`src/rtl/vga_stream_out.sv`:
```
// VGA scan-out engine: pixel stream in (valid/ready + SOP), timing generator, resync FSM, DAC drive.
// Optional macro VGA_TEST_PATTERN_EN adds pattern_sel and an 8-bar colour test pattern.
module vga_stream_out #(
    parameter int COLOR_BITS = 8,
    parameter int H_ACTIVE   = 640,
    parameter int H_FP       = 16,
    parameter int H_SYNC     = 96,
    parameter int H_BP       = 48,
    parameter int V_ACTIVE   = 480,
    parameter int V_FP       = 10,
    parameter int V_SYNC     = 2,
    parameter int V_BP       = 33,
    parameter bit HS_POL     = 1'b0,
    parameter bit VS_POL     = 1'b0,
    parameter int PIX_DIV    = 2
) (
    input  logic                    clk_clk,
    input  logic                    reset_reset,
    input  logic [3*COLOR_BITS-1:0] st_data,
    input  logic                    st_valid,
    input  logic                    st_sop,
    output logic                    st_ready,
`ifdef VGA_TEST_PATTERN_EN
    input  logic                    pattern_sel,
`endif
    output logic [COLOR_BITS-1:0]   vga_vga_red,
    output logic [COLOR_BITS-1:0]   vga_vga_grn,
    output logic [COLOR_BITS-1:0]   vga_vga_blu,
    output logic                    vga_vga_hsync,
    output logic                    vga_vga_vsync,
    output logic                    vga_vga_blank_n,
    output logic                    vga_vga_clk,
    output logic                    frame_start,
    output logic                    underflow_sticky,
    input  logic                    underflow_clr
);

    localparam int H_TOTAL = H_ACTIVE + H_FP + H_SYNC + H_BP;
    localparam int V_TOTAL = V_ACTIVE + V_FP + V_SYNC + V_BP;
    localparam int HW      = $clog2(H_TOTAL + 1);
    localparam int VW      = $clog2(V_TOTAL + 1);
    localparam int DW      = $clog2(PIX_DIV);
    localparam int CW      = 3 * COLOR_BITS;

    localparam logic [HW-1:0] H_LAST = HW'(H_TOTAL - 1);
    localparam logic [HW-1:0] H_ACT  = HW'(H_ACTIVE);
    localparam logic [HW-1:0] HS_BEG = HW'(H_ACTIVE + H_FP);
    localparam logic [HW-1:0] HS_END = HW'(H_ACTIVE + H_FP + H_SYNC);
    localparam logic [VW-1:0] V_LAST = VW'(V_TOTAL - 1);
    localparam logic [VW-1:0] V_ACT  = VW'(V_ACTIVE);
    localparam logic [VW-1:0] VS_BEG = VW'(V_ACTIVE + V_FP);
    localparam logic [VW-1:0] VS_END = VW'(V_ACTIVE + V_FP + V_SYNC);
    localparam logic [DW-1:0] DIV_LAST = DW'(PIX_DIV - 1);
    localparam logic [DW-1:0] DIV_HALF = DW'(PIX_DIV / 2);

    typedef enum logic {RESYNC, RUN} state_t;

    state_t          state;
    state_t          state_next;
    logic [DW-1:0]   div;
    logic [HW-1:0]   h;
    logic [VW-1:0]   v;
    logic            pix_en;
    logic            active;
    logic            at_origin;
    logic            in_hs;
    logic            in_vs;
    logic            show;
    logic            sticky_set;
    logic            ready;
    logic [CW-1:0]   pix_rgb;

    assign pix_en    = (div == DIV_LAST);
    assign active    = (h < H_ACT) && (v < V_ACT);
    assign at_origin = (h == '0) && (v == '0);
    assign in_hs     = (h >= HS_BEG) && (h < HS_END);
    assign in_vs     = (v >= VS_BEG) && (v < VS_END);
    assign st_ready  = ready;

    always_ff @(posedge clk_clk) begin
        if (reset_reset) begin
            state <= RESYNC;
        end else begin
            state <= state_next;
        end
    end

    // Resync FSM: lock only on an SOP beat at (0,0); any starvation or stray SOP drops back out.
    always_comb begin
        state_next = state;
        ready      = 1'b0;
        show       = 1'b0;
        sticky_set = 1'b0;
        if (state == RESYNC) begin
            ready = st_sop ? (pix_en && at_origin) : 1'b1;
            if (pix_en && at_origin && st_valid && st_sop) begin
                show       = 1'b1;
                state_next = RUN;
            end
        end else begin
            ready = pix_en && active && !(st_sop && !at_origin);
            if (pix_en && active) begin
                if (!st_valid || (st_sop && !at_origin)) begin
                    sticky_set = 1'b1;
                    state_next = RESYNC;
                end else begin
                    show = 1'b1;
                end
            end
        end
`ifdef VGA_TEST_PATTERN_EN
        if (pattern_sel) begin
            ready      = 1'b1;
            show       = 1'b0;
            sticky_set = 1'b0;
            state_next = RESYNC;
        end
`endif
        if (reset_reset) begin
            ready = 1'b0;
        end
    end

`ifdef VGA_TEST_PATTERN_EN
    logic [2:0] bar;

    // Bar index h*8/H_ACTIVE found by threshold compare to avoid a divider.
    always_comb begin
        bar = 3'd0;
        for (int b = 1; b < 8; b++) begin
            if (int'(h) * 8 >= b * H_ACTIVE) begin
                bar = 3'(b);
            end
        end
    end
`endif

    always_comb begin
        pix_rgb = '0;
        if (show) begin
            pix_rgb = st_data;
        end
`ifdef VGA_TEST_PATTERN_EN
        if (pattern_sel && active) begin
            pix_rgb = {{COLOR_BITS{bar[2]}}, {COLOR_BITS{bar[1]}}, {COLOR_BITS{bar[0]}}};
        end
`endif
    end

    // Timing counters and registered DAC outputs
    always_ff @(posedge clk_clk) begin
        if (reset_reset) begin
            div              <= '0;
            h                <= '0;
            v                <= '0;
            vga_vga_red      <= '0;
            vga_vga_grn      <= '0;
            vga_vga_blu      <= '0;
            vga_vga_blank_n  <= 1'b0;
            vga_vga_hsync    <= ~HS_POL;
            vga_vga_vsync    <= ~VS_POL;
            vga_vga_clk      <= 1'b0;
            frame_start      <= 1'b0;
            underflow_sticky <= 1'b0;
        end else begin
            div         <= pix_en ? '0 : div + DW'(1);
            vga_vga_clk <= (div >= DIV_HALF);
            frame_start <= pix_en && at_origin;
            if (sticky_set) begin
                underflow_sticky <= 1'b1;
            end else if (underflow_clr) begin
                underflow_sticky <= 1'b0;
            end
            if (pix_en) begin
                if (h == H_LAST) begin
                    h <= '0;
                    v <= (v == V_LAST) ? '0 : v + VW'(1);
                end else begin
                    h <= h + HW'(1);
                end
                vga_vga_blank_n <= active;
                vga_vga_hsync   <= in_hs ? HS_POL : ~HS_POL;
                vga_vga_vsync   <= in_vs ? VS_POL : ~VS_POL;
                {vga_vga_red, vga_vga_grn, vga_vga_blu} <= pix_rgb;
            end
        end
    end

endmodule

```
`config.mk`:
```
export PLATFORM = sky130hd
export DESIGN_NAME = vga_stream_out
export DESIGN_NICKNAME = d
export VERILOG_FILES = /design/src/rtl/vga_stream_out.sv
export SDC_FILE = /design/constraint.sdc
export NUM_CORES = 1
export LEC_CHECK = 0
export ABC_AREA = 1
export CORE_MARGIN = 2
export CORE_UTILIZATION = 30
export CTS_CLUSTER_SIZE = 20
export DETAILED_ROUTE_END_ITERATION = 8
export SYNTH_ARGS = -nofsm -noshare
export SYNTH_HDL_FRONTEND = slang
export SYNTH_SLANG_ARGS = --single-unit
```
`constraint.sdc`:
```
create_clock -name clk_clk -period 4.9 [get_ports clk_clk]
set_input_delay 1.47 -clock clk_clk [delete_from_list [all_inputs] [get_ports clk_clk]]
set_output_delay 1.47 -clock clk_clk [all_outputs]
set_load 0.005 [all_outputs]
```
==> results.py, run 1 <==
metrics = {
    "route": {
        "num_vias": 2336,
        "antenna_left": 0,
        "wire_per_inst_um": 11.2,
        "viasPerCell": 4.42,
        "dr.pass1.iters": 4,
        "drt_iter0_drc": 101,
        "drcViolationCount": 0,
        "drt_wl_total_um": 5940,
    },
    "pwr": {
        "power_leakage_nw": 1.48,
        "power_density_nw_per_um2": 234,
        "vdd_drop_max_mv": 0.121,
    },
    "layout": {
        "multi_input_area_um2": 1260,
        "fillerInstances": 910,
        "seqCellArea_um2": 1040,
        "final_nets": 456,
        "synthToLayoutAreaGrowth_pct": 29.2,
        "final_layout_size_suffix_gt1_share_pct": 11.6,
        "diodes": 0,
    },
    "placement": {
        "gp_congestion": 0.820,
        "dp_slack_ns": 0.699,
        "dp_hpwl_um": 4320,
        "io_buffers": 59,
    },
    "critical_path": {
        "start_kind": "input pin",
        "end_kind": "output port",
        "cp_data_required_time_ns": 3.43,
        "critPathLaunch": "st_sop",
        "cp.arrival_ns": 2.75,
        "r2r-start": "div",
        "critical_path_class": "input pin to output port",
        "crit_path_max_fanout": 3,
    },
    "timing": {
        "finalSetupTns_ns": 0,
        "tightest_slew_ns": 1.14,
        "finClkSkew_ns": 0.0115,
        "hold_violations": 0,
        "period_minus_slack_ns": 4.22,
        "max_slew_margin_pct": 23.9,
        "rsz0062_at_grt": "false",
        "final-setup-viol-count": 0,
        "drv_slew": 0,
        "fin_ws_ns": 0.683,
        "period_share_pct": 86.1,
        "fmax_ghz": 0.237,
    },
    "die": {
        "start_util_pct": 31.2,
        "die_h_um": 96.7,
        "io_pins": 60,
        "die_width_um": 96.7,
        "dieArea_um2": 9360,
        "coreArea_um2": 8260,
        "fp-row-count": 33,
    },
    "synthesis": {
        "yosysUniqueCellTypes": 32,
        "synth.avg_cell_area_um2": 7.07,
        "synth_area_um2": 2580,
        "ys_seq_area_share_pct": 40.3,
        "ys_ff_latch": 52,
        "synthCells": 365,
        "synth_top_area_share_pct": 40.3,
        "synth.area.top_cells": "dfxtp_1 (40%), nand2_1 (14%), nor2_1 (8.3%)",
        "synth_area_leader_cell": "dfxtp_1",
        "ys.warnings.count": 0,
        "syn_nets": 398,
    },
    "clock_tree": {
        "cts.sinks": 52,
        "clk_path_buf_depth": 2,
        "cts_max_level": 2,
        "cts-root-buf": "clkbuf_8",
        "clk_pin_slew_ns": 0.11,
        "ctsHoldBuffers": 0,
        "clkLatencyLatePin_ns": 0.31,
        "cts-buffers-inserted": 5,
        "cts_setup_buffers": 0,
        "postCtsResizedCells": 0,
        "cts_tree": "built",
    },
    "job": {
        "drv_cap": 0,
    },
    "global_routing": {
        "grt_pass1_vias": 2237,
        "grt_overflow_total": 0,
        "antenna_found_initial": 0,
        "grt.total_usage_pct": 13.2,
        "grt_max_degree": 28,
        "grt_pass1_wl_um": 10400,
    },
    "hold_path": {
        "hp-class": "flip-flop to flip-flop",
        "worstHoldStart": "vga_vga_blu[6]",
    },
    "run_status": {
        "status": "complete, no violations",
    },
}
==> placed cells by master, fill, tap and decap left out, drive strengths merged <==
cell and instances:
a211oi 2, a21oi 10, a31oi 1, and3 1, buf 1, clkbuf 5
clkdlybuf4s50 59, clkinv 1, clkinvlp 2, dfxtp 52, ha 4, inv 53
nand2 116, nand3 16, nand4 6, nor2 65, nor3 12, nor3b 3
o21ai 6, o21bai 1, xnor2 2, xor2 6
==> synth_stat cells <==
| cell type | instances |
|---|---|
| nor3b_1 | 3 |
| nor2_4 | 5 |
| ha_1 | 4 |
| nand4_2 | 1 |
| nand2_2 | 21 |
| a31oi_1 | 1 |
| nor2_1 | 57 |
| and3_1 | 1 |
| xnor2_1 | 2 |
| clkinv_1 | 1 |
| nand4_1 | 5 |
| buf_12 | 2 |
| dfxtp_1 | 52 |
| inv_2 | 1 |
| xor2_1 | 6 |
| inv_6 | 1 |
| nor3_4 | 1 |
| nor2_2 | 3 |
| o21bai_1 | 1 |
| o21ai_2 | 1 |
| nor3_1 | 10 |
| o21ai_0 | 5 |
| nand3_2 | 3 |
| buf_6 | 1 |
| nand2_1 | 94 |
| nand3_1 | 13 |
| a211oi_1 | 2 |
| a21oi_1 | 10 |
| nand2_4 | 1 |
| inv_1 | 50 |
| nor3_2 | 1 |
| clkbuf_1 | 6 |
==> per-layer routing <==
layer | part of all wire (%) | track usage (%) | vias up | wire (µm)
met5 | 0 | 0 | - | 0
met4 | 1.1 | 3.90 | 0 | 67
met3 | 4.1 | 3.18 | 5 | 245
met2 | 49 | 21.5 | 41 | 2880
met1 | 46 | 17.5 | 1059 | 2740
li1 | - | - | 1231 | -
==> metrics by stage <==
step	hold slack, ns	instance area (µm²)	util [%]	std cells	power, mW
final	0.457	3330	40.4	529	0.780
after global routing	0.479	3330	40.4	529	0.818
after CTS	0.459	3330	40.4	529	0.791
after detailed placement	0.438	3240	39.2	521	0.528
after global placement	0.436	3240	39.2	521	0.527
after floorplan	0.448	2580	-	365	0.488
==> worst max-delay path: stages <==
cell	delay (ns)
clkdlybuf4s50_1	0.45
nand2_2	0.11
nand2_1	0.06
a21oi_1	0.14
clkdlybuf4s50_1	0.51
==> final cells by class <==
| cell class | instances | area share, % |
|---|---|---|
| well taps | 105 | 3.94 |
| multi-input cells | 251 | 37.9 |
| repair buffers | 60 | 17.9 |
| flip-flops and latches | 52 | 31.2 |
| clock buffers | 5 | 2.06 |
| clock inverters | 3 | 0.788 |
| inverters | 53 | 6.12 |
==> registers in the layout, indices dropped and copies added (netlist names) <==
signal and count:
h 10, vga_vga_clk 1, vga_vga_vsync 1, vga_vga_red 8, frame_start 1, vga_vga_grn 8
vga_vga_hsync 1, v 10, div 1, vga_vga_blank_n 1, state 1, vga_vga_blu 8
underflow_sticky 1
==> where the power goes <==
part	total, mW	internal (mW)	leakage (nW)	switching [mW]
clock	0.263	0.104	0.0423	0.159
sequential	0.433	0.428	0.420	0.00469
combinational	0.0836	0.0403	1.02	0.0433
==> final timing paths <==
path / depth (start not counted) / endpoint / slack, ns
setup reg to reg: 4 / vga_vga_vsync / 2.83
hold / removal: 2 / vga_vga_blu[6] / 0.46
setup / recovery: 5 / st_ready / 0.68
hold reg to reg: 2 / vga_vga_blu[6] / 0.46
==> logic make-up after synthesis <==
kind of cell | share of synthesized area, %
adder cells (fa/ha/maj) | 1.94
flip-flops | 40.3
AO/OA/AOI/OAI | 4.36
XOR/XNOR | 2.72
buffers and inverters | 10.8
AND/OR/NAND/NOR | 39.9
No activity file was read; power rests on OpenSTA's default activity.
==> inputs of run 2 (changes only) <==
--- a/config.mk
+++ b/config.mk
@@ -10,6 +10,7 @@
 export CORE_UTILIZATION = 30
 export CTS_CLUSTER_SIZE = 20
 export DETAILED_ROUTE_END_ITERATION = 8
+export GPL_TIMING_DRIVEN = 0
 export SYNTH_ARGS = -nofsm -noshare
 export SYNTH_HDL_FRONTEND = slang
 export SYNTH_SLANG_ARGS = --single-unit
==> run 2 against run 1 <==
Final area increased by 1.2%. Via count increased by 0.26%. Clock-buffer cell count unchanged. Fmax decreased by 2.7%. Highest routed layer unchanged.
==> results.py, run 2 (same netlist as run 1, synthesis figures left out) <==
metrics = {
    "pwr": {
        "vdd_drop_max_mv": 0.140,
        "power_density_nw_per_um2": 226,
        "power_leakage_nw": 1.50,
        "finalPower_uw": 762,
    },
    "clock_tree": {
        "cts_tree": "built",
        "ctsHoldBuffers": 0,
        "clk_path_buf_depth": 2,
        "cts-root-buf": "clkbuf_8",
        "clk_pin_slew_ns": 0.09,
        "cts_setup_buffers": 0,
        "clkLatencyLatePin_ns": 0.31,
        "cts-buffers-inserted": 5,
        "cts.sinks": 52,
        "postCtsResizedCells": 0,
        "cts_max_level": 2,
    },
    "layout": {
        "top_regs": "h x10, v x10",
        "final_layout_size_suffix_gt1_share_pct": 11.4,
        "diodes": 0,
        "final_common_cell": "nand2_1",
        "utilization_pct": 40.8,
        "fin_cells": 535,
        "final_nets": 463,
        "stdcell_area_um2": 3370,
        "mostFrequentLayoutCells": "nand2_1 (94), clkdlybuf4s50_1 (58), nor2_1 (57)",
        "synthToLayoutAreaGrowth_pct": 30.7,
    },
    "placement": {
        "dp_hpwl_um": 4610,
        "place_inst": 528,
        "io_buffers": 58,
        "dp_slack_ns": 0.525,
        "placed_cell_area_um2": 3290,
        "gp_congestion": 0.895,
    },
    "critical_path": {
        "start_kind": "input pin",
        "critical_path_class": "input pin to output port",
        "crit_path_max_fanout": 10,
        "cp_data_required_time_ns": 3.43,
        "end_kind": "output port",
        "cp.arrival_ns": 2.86,
    },
    "route": {
        "viasPerCell": 4.38,
        "num_vias": 2342,
        "wire_per_inst_um": 11.5,
        "drt_iter0_drc": 70,
        "antenna_left": 0,
        "dr.pass1.iters": 4,
        "drt_wl_total_um": 6180,
        "drcViolationCount": 0,
    },
    "die": {
        "fp-row-count": 33,
        "dieArea_um2": 9360,
        "die_width_um": 96.7,
        "start_util_pct": 31.2,
        "io_pins": 60,
        "die_h_um": 96.7,
        "coreArea_um2": 8260,
    },
    "timing": {
        "tightest_slew_ns": 0.600,
        "finalSetupTns_ns": 0,
        "max_slew_margin_pct": 59.9,
        "period_share_pct": 88.4,
        "final-setup-viol-count": 0,
        "fmax_ghz": 0.231,
        "finClkSkew_ns": 0.00986,
        "whs_ns": 0.452,
        "rsz0062_at_grt": "false",
        "fin_ws_ns": 0.567,
        "drv_slew": 0,
        "hold_violations": 0,
        "period_minus_slack_ns": 4.33,
    },
    "global_routing": {
        "grt_max_degree": 16,
        "grt_overflow_total": 0,
        "grt_pass1_vias": 2270,
        "grt_pass1_wl_um": 10400,
        "grt.total_usage_pct": 13.3,
        "antenna_found_initial": 0,
    },
    "hold_path": {
        "hp-class": "flip-flop to flip-flop",
    },
    "job": {
        "drv_cap": 0,
    },
    "run_status": {
        "status": "complete, no violations",
    },
}
==> run 2: critical path, stage by stage <==
cell             delay (ns)
clkbuf_1               0.34
clkbuf_1               0.50
a21oi_1                0.08
clkdlybuf4s50_1        0.48
==> run 2: per-layer routing <==
layer / wire length, µm / vias up / global-route usage (%) / part of all wire, %
li1: - / 1237 / - / -
met1: 2980 / 1044 / 17.5 / 48
met2: 2790 / 47 / 20.9 / 45
met3: 242 / 14 / 2.67 / 3.9
met4: 158 / 0 / 6.07 / 2.6
met5: 0 / - / 0 / 0
==> run 2: cell type report <==
class / instances / area (µm²)
Tap cell: 105 / 131
Clock buffer: 5 / 68.8
Clock inverter: 2 / 12.5
Buffer: 9 / 73.8
Multi-Input combinational cell: 251 / 1260
Inverter: 53 / 204
Sequential cell: 52 / 1040
Fill cell: 886 / 4880
Timing Repair Buffer: 58 / 581
==> run 2: report_power, final <==
group / switching (mW) / internal [mW]
Clock: 0.143 / 0.0972
Sequential: 0.00303 / 0.428
Combinational: 0.0465 / 0.0439
Total: 0.193 / 0.569
==> run 2: path summary, 6_finish.rpt <==
| kind | startpoint | end | slack (ns) | cells after the start |
|---|---|---|---|---|
| max reg2reg | v[0] | vga_vga_red[2] | 3.12 | 13 |
| min reg2reg | vga_vga_red[5] | vga_vga_red[5] | 0.45 | 2 |
| max | reset_reset | st_ready | 0.57 | 4 |
| min | vga_vga_red[5] | vga_vga_red[5] | 0.45 | 2 |
